`src/rtl/wb_req_master.sv`:
```
// Wishbone pipelined master: one valid/ready request becomes one Wishbone cycle,
// with rty retries, a cycle timeout and a single response pulse per request.
module wb_req_master #(
  parameter int ADDR_WIDTH = 4,
  parameter int TIMEOUT    = 255,
  parameter int MAX_RETRY  = 3
) (
  input  logic                  clk_i,
  input  logic                  rst_i,
  input  logic                  req_valid_i,
  output logic                  req_ready_o,
  input  logic                  req_we_i,
  input  logic [ADDR_WIDTH-1:0] req_adr_i,
  input  logic [31:0]           req_dat_i,
  input  logic [3:0]            req_sel_i,
  output logic                  rsp_valid_o,
  output logic [31:0]           rsp_dat_o,
  output logic                  rsp_err_o,
  output logic                  rsp_timeout_o,
  output logic                  wb_cyc_o,
  output logic                  wb_stb_o,
  output logic                  wb_we_o,
  output logic [ADDR_WIDTH-1:0] wb_adr_o,
  output logic [3:0]            wb_sel_o,
  output logic [31:0]           wb_dat_o,
  input  logic [31:0]           wb_dat_i,
  input  logic                  wb_ack_i,
  input  logic                  wb_err_i,
  input  logic                  wb_rty_i,
  input  logic                  wb_stall_i
);

  localparam logic [1:0] S_IDLE    = 2'd0;
  localparam logic [1:0] S_STROBE  = 2'd1;
  localparam logic [1:0] S_WAIT    = 2'd2;
  localparam logic [1:0] S_BACKOFF = 2'd3;

  localparam logic [15:0] TMO_LAST  = 16'(TIMEOUT - 1);
  localparam logic [3:0]  RETRY_MAX = 4'(MAX_RETRY);

  logic [1:0]  state;
  logic [15:0] tmo_cnt;
  logic [3:0]  retry_cnt;

  logic active;
  logic done;
  logic fail;
  logic tmo_hit;
  logic retry_go;

  assign active = (state == S_STROBE) || (state == S_WAIT);

  // Termination resolution: err > ack > rty, and any termination beats the timeout.
  always_comb begin
    done     = 1'b0;
    fail     = 1'b0;
    tmo_hit  = 1'b0;
    retry_go = 1'b0;
    if (active) begin
      if (wb_err_i) begin
        done = 1'b1;
        fail = 1'b1;
      end else if (wb_ack_i) begin
        done = 1'b1;
      end else if (wb_rty_i) begin
        if (retry_cnt == RETRY_MAX) begin
          done = 1'b1;
          fail = 1'b1;
        end else begin
          retry_go = 1'b1;
        end
      end else if (tmo_cnt == TMO_LAST) begin
        done    = 1'b1;
        fail    = 1'b1;
        tmo_hit = 1'b1;
      end
    end
  end

  always_ff @(posedge clk_i) begin
    if (rst_i) begin
      state         <= S_IDLE;
      req_ready_o   <= 1'b1;
      wb_cyc_o      <= 1'b0;
      wb_stb_o      <= 1'b0;
      wb_we_o       <= 1'b0;
      wb_adr_o      <= '0;
      wb_sel_o      <= '0;
      wb_dat_o      <= '0;
      rsp_valid_o   <= 1'b0;
      rsp_dat_o     <= '0;
      rsp_err_o     <= 1'b0;
      rsp_timeout_o <= 1'b0;
      retry_cnt     <= '0;
      tmo_cnt       <= '0;
    end else begin
      rsp_valid_o   <= 1'b0;
      rsp_err_o     <= 1'b0;
      rsp_timeout_o <= 1'b0;
      case (state)
        S_IDLE: begin
          if (req_valid_i) begin
            wb_we_o     <= req_we_i;
            wb_adr_o    <= req_adr_i;
            wb_dat_o    <= req_dat_i;
            wb_sel_o    <= req_sel_i;
            retry_cnt   <= '0;
            tmo_cnt     <= '0;
            wb_cyc_o    <= 1'b1;
            wb_stb_o    <= 1'b1;
            req_ready_o <= 1'b0;
            state       <= S_STROBE;
          end
        end
        S_STROBE, S_WAIT: begin
          tmo_cnt <= tmo_cnt + 16'd1;
          if (done) begin
            wb_cyc_o      <= 1'b0;
            wb_stb_o      <= 1'b0;
            req_ready_o   <= 1'b1;
            rsp_valid_o   <= 1'b1;
            rsp_err_o     <= fail;
            rsp_timeout_o <= tmo_hit;
            if (!fail && !wb_we_o) rsp_dat_o <= wb_dat_i;
            state         <= S_IDLE;
          end else if (retry_go) begin
            retry_cnt <= retry_cnt + 4'd1;
            wb_cyc_o  <= 1'b0;
            wb_stb_o  <= 1'b0;
            state     <= S_BACKOFF;
          end else if (state == S_STROBE && !wb_stall_i) begin
            wb_stb_o <= 1'b0;
            state    <= S_WAIT;
          end
        end
        default: begin
          // BACKOFF: one idle-bus cycle, then re-issue the strobe with a fresh timeout.
          wb_cyc_o <= 1'b1;
          wb_stb_o <= 1'b1;
          tmo_cnt  <= '0;
          state    <= S_STROBE;
        end
      endcase
    end
  end

endmodule
```
`config.mk`:
```
export PLATFORM = sky130hd
export DESIGN_NAME = wb_req_master
export DESIGN_NICKNAME = d
export VERILOG_FILES = /design/src/rtl/wb_req_master.sv
export SDC_FILE = /design/constraint.sdc
export NUM_CORES = 1
export LEC_CHECK = 0
export BUFFER_PORTS_ARGS = -buffer_cell sky130_fd_sc_hd__buf_2
export CAP_MARGIN = 20
export CORE_ASPECT_RATIO = 0.6
export CORE_UTILIZATION = 36
export CTS_CLUSTER_DIAMETER = 120
export DETAILED_ROUTE_END_ITERATION = 10
export PLACE_DENSITY_LB_ADDON = 0.25
export SETUP_SLACK_MARGIN = 0.2
export SYNTH_ARGS = -nofsm -noshare
export SYNTH_HDL_FRONTEND = slang
export SYNTH_SLANG_ARGS = --single-unit
```
`constraint.sdc`:
```
create_clock -name clk_i -period 2.1 [get_ports clk_i]
set_input_delay 0.21 -clock clk_i [delete_from_list [all_inputs] [get_ports clk_i]]
set_output_delay 0.21 -clock clk_i [all_outputs]
set_load 0.01 [all_outputs]
```
==> reports/qor.txt <==
status - complete, no violations
TNS Setup - 0 ps
Slew Limit Fails - 0
HPWL Detailed - 7550 microns
Die X - 137 microns
1st-pass router iterations - 4
Final Hold Viols - 0
sequential area share after synthesis - 51.0%
max frequency - 0.550 GHz
CTS Buffer Depth - 2
initial core utilization - 37.3%
slowest cell on the critical path - or3_1
CP Class - flop to flop
CTS Sinks - 101
first-pass GRT wire length - 17000 microns
largest net degree at the start of global routing - 41
startpoint types - flop
H-tree depth - 3
cell area after synthesis - 3960 sq um
post-synthesis async set-or-reset flop share - 0%
Die Footprint - 11400 sq um
drt total wl - 10600 microns
Slew HR - 74.9%
CTS tree - done
layout cells sized above 1 - 32.9%
Post-synth EDFFs - 0
worst skew pair latency - 350 ps
Leak - 2.32 nW
crit-path leading delay family - simple AND/OR/NAND/NOR gates
final period demand of the worst path - 1820 ps
highest-count cells in the layout ignoring fill and taps - buf_2 (158), nand2_1 (153), dfxtp_1 (100)
Cell Pwr Density - 973 nW/um^2
total track usage - 18.7%
cell count after synthesis - 483
root buffer cell - clkbuf_16
Unique masters post-synth - 53
Clock Skew - 9.18 ps
Vias - 3828
worst-margin pin slew - 375 ps
iteration-0 DRC count of the detailed router - 120
# rows - 29
vias in the first global route - 3618
Overflow after GRT - 0
initial antenna violation count - 0
HP Class - input port to flop
Data arrival, critical path - 2090 ps
Critical Path RT - 2370 ps
setup violators final - 0
design area - 5300 sq um
CP endpoint kind - flop
Area growth, synth to finish - 33.6%
total power draw - 5.15 mW
Tcrit/Tclk final - 86.6%
Worst VDD drop - 481 uV
Worst-path clk slew - 70 ps
core area - 10600 sq um
synthesis-stage register bit count - 101
io pins - 159
Final nets - 725
crit path cell chain - inv_1 -> ha_4 -> buf_4 -> mux2_2 -> o211ai_1 -> or3_1 -> a21oi_1
top_reg_cell synth - dfxtp_1
die height - 83.3 microns
# DRC - 0
Max Cap Violations - 0
crit path max fanout - 5
vias per cell - 4.88
WP buf/inv - 2
synth warn - 0
RD Place Congestion - 0.791
RSZ-0062 raised after global routing - false
Post-DP Area - 4910 sq um
Post-Syn Area per Cell - 8.21 sq um
per-cell routed wire length - 13.6 microns
remaining antenna violation count after routing - 0
syn nets - 569
Num CTS Buffers - 9
slowest stage delay, CP - 380 ps
PortBufs - 158
commonest non-fill, non-tap cell in the layout - buf_2
## worst min-delay path, cell delays in order
cell and delay, ps:
buf_2 90, nand2_1 40, a21oi_1 50
## through the flow
stage	utilization (%)	worst slack (ps)	hold slack (ps)	std cells
finish	49.8	282	93.7	784
global route	49.8	203	82.5	783
CTS	49.1	242	76.9	780
detailed placement	46.2	126	444	762
global placement	46.2	205	438	762
floorplan	-	232	288	483
## cell usage after synthesis (all sizes together), types with 4 or more instances
cell type,n,area share (%)
ha,6,1.9
nor2,16,1.5
buf,11,1.5
nand2,153,14
inv,8,0.76
a21oi,88,11
o21ai,7,0.88
nand4,8,1.6
or3,6,0.98
xor2,6,1.3
clkbuf,19,2.1
nand3,7,1.0
dfxtp,101,51
and2,5,0.88
nand2b,4,0.69
## where the power goes
group	internal, mW	total (mW)	switching (mW)
logic	0.567	1.34	0.776
clock network	0.816	1.57	0.754
registers	2.13	2.24	0.115
## flip-flops by register name, summed over array words and instances (netlist names), 2 cells and up
signal,flops
retry_cnt,4
rsp_dat_o,32
state,2
tmo_cnt,16
wb_adr_o,4
wb_dat_o,32
wb_sel_o,4
## layer usage
layer	vias up	wire, microns	track usage [%]
met5	-	0	0
met4	0	103	4.40
met3	11	932	7.39
met2	134	4680	29.3
met1	1757	4920	23.9
li1	1926	-	-
## cell families (layout without fill, tap and decap cells)
logic type               after synthesis  in the layout  synth area share, %
AO/OA/AOI/OAI                        106            106                 14.3
multiplexers                           5              5                 1.36
adder cells (fa/ha/maj)                6              6                 1.89
flip-flops                           101            101                 51.0
AND/OR/NAND/NOR                      218            218                 25.1
buffers and inverters                 38            199                 4.36
other                                  0              1                    0
XOR/XNOR                               9              9                 1.99
## timing repair
item	in CTS	in global routing
endpoints found under the hold margin	0	0
pin swaps	1	1
gates resized for setup	4	7
cloned	1	1
setup endpoints to repair	34	16
buffers inserted	1	2
hold buffers	0	0
## area by class of cell
type / count / area [sq um]
fill: 1050 / 5330
inverter: 8 / 30.0
multi-input combinational: 344 / 1810
timing repair buffer: 175 / 977
sequential: 101 / 2020
clock inverter: 7 / 55.1
tap: 139 / 174
antenna: 1 / 2.50
clock buffer: 9 / 225
## worst paths after layout
path	slack [ps]	cells past startpoint	to	startpoint
max	280	7	retry_cnt[3]	state[0]
max reg2reg	280	7	retry_cnt[3]	state[0]
min reg2reg	450	2	wb_dat_o[3]	wb_dat_o[3]
min	90	3	wb_dat_o[19]	req_dat_i[19]
Power figures use the tool's default switching activity.
